[src/rtl/tetris_pkg.sv]
// tetris_pkg: piece codes, piece width and queue FSM states shared by the Tetris core
package tetris_pkg;
  localparam int PIECE_W = 3;
  localparam logic [PIECE_W-1:0] PIECE_NONE = 3'd0;
  localparam logic [PIECE_W-1:0] PIECE_I = 3'd1;
  localparam logic [PIECE_W-1:0] PIECE_O = 3'd2;
  localparam logic [PIECE_W-1:0] PIECE_T = 3'd3;
  localparam logic [PIECE_W-1:0] PIECE_S = 3'd4;
  localparam logic [PIECE_W-1:0] PIECE_Z = 3'd5;
  localparam logic [PIECE_W-1:0] PIECE_J = 3'd6;
  localparam logic [PIECE_W-1:0] PIECE_L = 3'd7;
  typedef enum logic {FILL, RUN} state_t;
endpackage

[src/rtl/bag_randomizer.sv]
// bag_randomizer: 7-bag piece generator driven by a free-running 16-bit Fibonacci LFSR
module bag_randomizer import tetris_pkg::*; #(
  parameter int PIECE_W = tetris_pkg::PIECE_W,
  parameter logic [15:0] LFSR_SEED = 16'hACE1
) (
  input  logic               clock,
  input  logic               reset_n,
  input  logic               gen,
  output logic [PIECE_W-1:0] piece
);
  logic [15:0] lfsr_q, lfsr_d;
  logic [6:0] bag_q, bag_d, left;
  logic [2:0] idx, pos;
  logic [3:0] j;
  logic hit;
  // piece is valid every cycle; it is only consumed when gen is high
  always_comb begin
    lfsr_d = {lfsr_q[14:0], lfsr_q[15] ^ lfsr_q[13] ^ lfsr_q[12] ^ lfsr_q[10]};
    idx = (lfsr_q[2:0] == 3'd7) ? 3'd0 : lfsr_q[2:0];
    pos = idx;
    hit = 1'b0;
    j = '0;
    for (int k = 0; k < 7; k++) begin
      j = 4'(idx) + 4'(k);
      j = (j > 4'd6) ? j - 4'd7 : j;
      if (!hit && bag_q[j[2:0]]) begin
        hit = 1'b1;
        pos = j[2:0];
      end
    end
    left = bag_q & ~(7'd1 << pos);
    piece = PIECE_W'(pos) + PIECE_W'(1);
  end
  assign bag_d = !gen ? bag_q : (left == '0) ? '1 : left;
  always_ff @(posedge clock or negedge reset_n)
    if (!reset_n) begin
      lfsr_q <= LFSR_SEED;
      bag_q <= '1;
    end else begin
      lfsr_q <= lfsr_d;
      bag_q <= bag_d;
    end
endmodule

[src/rtl/piece_queue_hold.sv]
// piece_queue_hold: active piece, preview queue and hold slot fed by a 7-bag randomiser
module piece_queue_hold import tetris_pkg::*; #(
  parameter int QUEUE_DEPTH = 3,
  parameter int PIECE_W = tetris_pkg::PIECE_W,
  parameter logic [15:0] LFSR_SEED = 16'hACE1
) (
  input  logic                           clock,
  input  logic                           reset_n,
  input  logic                           take,
  input  logic                           swap,
  output logic                           ready,
  output logic [PIECE_W-1:0]             current,
  output logic [QUEUE_DEPTH*PIECE_W-1:0] next_flat,
  output logic [PIECE_W-1:0]             hold,
  output logic                           hold_locked,
  output logic                           swap_done
);
  state_t state_q, state_d;
  logic [2:0] cnt_q, cnt_d;
  logic [QUEUE_DEPTH-1:0][PIECE_W-1:0] slot_q, slot_d;
  logic [PIECE_W-1:0] current_q, current_d, hold_q, hold_d, piece;
  logic hold_locked_q, hold_locked_d, swap_done_q, swap_done_d;
  logic run, fill_gen, take_ok, swap_ok, adv;
  bag_randomizer #(.PIECE_W(PIECE_W), .LFSR_SEED(LFSR_SEED)) u_bag (
    .clock(clock), .reset_n(reset_n), .gen(adv), .piece(piece)
  );
  // a swap into an empty hold advances the queue exactly like a take
  always_comb begin
    run = state_q == RUN;
    fill_gen = !run && cnt_q <= 3'(QUEUE_DEPTH);
    take_ok = run && take;
    swap_ok = run && swap && !take && !hold_locked_q;
    adv = fill_gen || take_ok || (swap_ok && hold_q == PIECE_W'(PIECE_NONE));
    state_d = (!run && !fill_gen) ? RUN : state_q;
    cnt_d = fill_gen ? cnt_q + 3'd1 : cnt_q;
    slot_d = slot_q;
    if (adv) begin
      slot_d = slot_q >> PIECE_W;
      slot_d[QUEUE_DEPTH-1] = piece;
    end
    current_d = adv ? slot_q[0] : swap_ok ? hold_q : current_q;
    hold_d = swap_ok ? current_q : hold_q;
    hold_locked_d = take_ok ? 1'b0 : swap_ok ? 1'b1 : hold_locked_q;
    swap_done_d = swap_ok;
  end
  always_ff @(posedge clock or negedge reset_n)
    if (!reset_n) begin
      state_q <= FILL;
      cnt_q <= '0;
      slot_q <= '0;
      current_q <= '0;
      hold_q <= '0;
      hold_locked_q <= 1'b0;
      swap_done_q <= 1'b0;
    end else begin
      state_q <= state_d;
      cnt_q <= cnt_d;
      slot_q <= slot_d;
      current_q <= current_d;
      hold_q <= hold_d;
      hold_locked_q <= hold_locked_d;
      swap_done_q <= swap_done_d;
    end
  assign ready = state_q == RUN;
  assign current = current_q;
  assign next_flat = slot_q;
  assign hold = hold_q;
  assign hold_locked = hold_locked_q;
  assign swap_done = swap_done_q;
endmodule

[config.mk]
export PLATFORM = sky130hd
export DESIGN_NAME = piece_queue_hold
export DESIGN_NICKNAME = d
export VERILOG_FILES = /design/src/rtl/tetris_pkg.sv /design/src/rtl/bag_randomizer.sv /design/src/rtl/piece_queue_hold.sv
export SDC_FILE = /design/constraint.sdc
export NUM_CORES = 1
export LEC_CHECK = 0
export CAP_MARGIN = 20
export CORE_MARGIN = 1.5
export CORE_UTILIZATION = 40
export DETAILED_ROUTE_END_ITERATION = 10
export RECOVER_POWER = 100
export SLEW_MARGIN = 20
export SYNTH_ARGS = -nofsm -noshare
export SYNTH_HDL_FRONTEND = slang
export SYNTH_SLANG_ARGS = --single-unit
[constraint.sdc]
create_clock -name clock -period 12.55 [get_ports clock]
set_input_delay 2.51 -clock clock [delete_from_list [all_inputs] [get_ports clock]]
set_output_delay 2.51 -clock clock [all_outputs]
set_load 0.05 [all_outputs]
==> reports/results.ini <==
[status]
status=complete, but fails checks
violations=capacitance limit, slew limit

[worst_hold_path]
holdCritStartpoint=u_bag.lfsr_q[5]
min_to=u_bag.lfsr_q[6]
hold_depth=0
hp-class=register to register

[yosys]
ys_types=85
synth_seq_cells=44
ys_seq_area_share_pct=30.1
syn-num-nets=422
avgSynthCellArea_sq_um=9.27
synth_edf_count=0
syn-instance-count=401
syn_area_sq_um=3720
ys.flop_type=dfrtp_1
ys_async_sr_fraction_pct=100
yosysWarnings=0

[worst_setup_path]
required_ns=12.78
critical_path_class=register to register
r2r_slack_ns=4.98
end_kind=register
worst_setup_path_start_kind=register
reg2reg_from=u_bag.lfsr_q[0]
worstSetupStartpoint=u_bag.lfsr_q[0]
worstPathMaxFanout=23
rr_worst_depth=22
crit_arrival_ns=7.80
timing.rr.end=u_bag.bag_q[1]

[placement]
dpl_worst_slack_ns=6.41
gp_congestion=0.906
portBuffers=21
place_hpwl_mm=7.19

[sta]
hold_viol=0
setup_ws_ns=4.98
period_share_pct=60.3
setup_viol=0
slew_violations=45
slew-limit-headroom_pct=-54.1
rsz0062_at_grt=no
fin_crit_ns=7.57
setup_tns_ns=0
clock_skew_ns=0.00865
tightest_slew_ns=2.31
max_freq_mhz=132

[cts]
cts_num_sinks=44
htree_levels=2
cts_buffers=5
cts_tree=built
cts_hold_buf=0
clk-insertion-delay-late_ns=0.31
root_buffer=clkbuf_8
postCtsSetupBuffers=0
post_cts_resized=0
max-clock-path-buffers=2
clk_pin_slew_ns=0.09

[layout]
nets=428
antenna_cells=0
layout-drive-gt1-share_pct=16.9
syn2layout_area_growth_pct=7.07

[global_route]
grt_pass1_vias=3058
grt_max_degree=45
grt_pass1_wl_mm=16.3
grt-ovfl-total=0
gr-usage-all-layers_pct=20.9
antenna_found_initial=0

[floorplan]
rows=34
initial_utilization_pct=42.0
die-area_sq_um=9880
chipWidth_um=99.4
core_sq_um=8850
top_level_ports=22
die_h_um=99.4

[power_and_ir_drop]
clock_power_share_pct=12.0
ir_worst_vdd_v=0.000164
switching_share_pct=49.6
p_switching_mw=0.373
pwr-share-comb_pct=53.9
p_leak_nw=1.62
p_int_mw=0.379
powerDensity_nw_per_um2=189
p_seq_share_pct=34.1

[flow_run]
timing.max_cap.violations=1

[routing]
num_vias=3200
wl_mm=10.2
post-route-drc-count=0
drtPass1Iterations=5
viasPerCell=6.20
drtIter0Drc=282
route.antenna.remaining_nets=0
wl_per_cell_um=19.7

[layout make-up]
class	count	area [sq um]
clock buffers	6	72.6
clock inverters	2	12.5
fillers	888	4870
inverters	23	87.6
multi-input cells	312	2350
flip-flops and latches	44	1120
well taps	108	135
repair buffers	21	204
[state kept, by name, indices dropped and copies added (netlist names)]
signal        count
next_flat         9
hold_locked       1
current           3
hold              3
ready             1
cnt_q             3
swap_done         1
u_bag.bag_q       7
u_bag.lfsr_q     16
[synth_stat cells (all sizes together), types with 3 or more instances]
master	n	area, sq um
nor2b	3	18.8
nand3	12	65.1
mux2	21	240
nand4	4	40.0
xor2	3	45.1
o211ai	12	90.1
dfstp	15	394
a22o	3	27.5
buf	11	82.6
nor4	3	31.3
nor2	31	121
or3	10	67.6
o22ai	4	38.8
mux2i	17	174
and3	4	25.0
clkbuf	11	41.3
nand2	32	120
xnor2	9	105
a22oi	4	30.0
nor3	15	80.1
dfrtp	29	726
a31oi	8	80.1
ha	17	213
or2	3	18.8
o21ai	20	111
a21oi	21	109
inv	23	88.8
a2bb2oi	3	32.5
nand2b	8	50.1
[worst max path at each step]
stage | endpoint | slack (ns) | cells after the start
2_1_floorplan | u_bag.bag_q[0] | 7.96 | 23
3_3_place_gp | u_bag.bag_q[2] | 6.55 | 22
3_5_place_dp | u_bag.bag_q[5] | 6.41 | 21
4_1_cts | u_bag.bag_q[5] | 6.37 | 21
5_1_grt | u_bag.bag_q[1] | 4.36 | 21
6_report | u_bag.bag_q[1] | 4.98 | 22
[logic make-up after synthesis]
family,after synthesis,share of synthesized area (%)
compound gates,107,22.8
buf+inv,45,5.72
fa+ha+maj,17,5.72
flops,44,30.1
simple gates,137,19.9
xor+xnor,12,4.04
mux,39,11.8
[power by group through the flow]
stage                     clock [mW]  combinational [mW]  sequential [mW]
after floorplan                    0               0.252            0.291
after global placement             0               0.415            0.257
after detailed placement           0               0.419            0.257
after CTS                     0.0938               0.421            0.254
after global routing          0.0975               0.440            0.260
final                         0.0903               0.405            0.256
[routing by layer]
| layer | track usage (%) | routed length [um] |
|---|---|---|
| met1 | 28.4 | 4380 |
| met2 | 33.8 | 4690 |
| met3 | 4.29 | 922 |
| met4 | 5.63 | 191 |
| met5 | 0 | 0 |
[critical path, stage by stage, from the launching register on]
cell	delay (ns)
dfstp_1	1.05
ha_1	0.53
nand2b_1	0.58
clkinvlp_2	0.61
ha_1	0.61
nand2b_1	0.31
a31oi_1	0.51
mux2i_1	0.29
nand2b_1	0.08
a31oi_1	0.62
a21oi_1	0.15
o211ai_1	0.18
o21ai_0	0.14
a21oi_1	0.19
o22a_1	0.23
ha_1	0.23
inv_1	0.09
nor3_1	0.12
o21ai_0	0.10
a21oi_1	0.20
nand3_1	0.12
mux2_1	0.42
o21ai_0	0.12
[metrics by stage]
| step | power, mW | utilization (%) | area [sq um] | instances | hold slack (ns) |
|---|---|---|---|---|---|
| 2_1_floorplan | 0.542 | - | 3720 | 401 | 0.331 |
| 3_3_place_gp | 0.672 | 44.4 | 3930 | 508 | 0.334 |
| 3_5_place_dp | 0.675 | 44.4 | 3930 | 508 | 0.341 |
| 4_1_cts | 0.769 | 45.4 | 4020 | 516 | 0.361 |
| 5_1_grt | 0.797 | 45.0 | 3980 | 516 | 0.361 |
| 6_report | 0.752 | 45.0 | 3980 | 516 | 0.354 |
[layout by cell type, fill, tap and decap left out, types with 3 or more instances in the layout]
cell / n
nor2_1: 29
mux2i_1: 16
o211ai_1: 12
dfrtp_1: 29
clkbuf_8: 5
a31oi_1: 7
nand3_1: 11
nand2b_1: 8
or3_1: 9
nand4_1: 3
xnor2_1: 7
nor2b_1: 3
nand2_1: 32
ha_1: 17
o21ai_1: 3
a22oi_1: 4
nor3_1: 14
dfstp_1: 3
o22ai_1: 3
a21oi_1: 21
and3_1: 4
dlygate4sd3_1: 19
inv_1: 20
o21ai_0: 16
mux2_2: 20
dfstp_2: 12
Note: power is estimated with default switching activity, not from simulation.
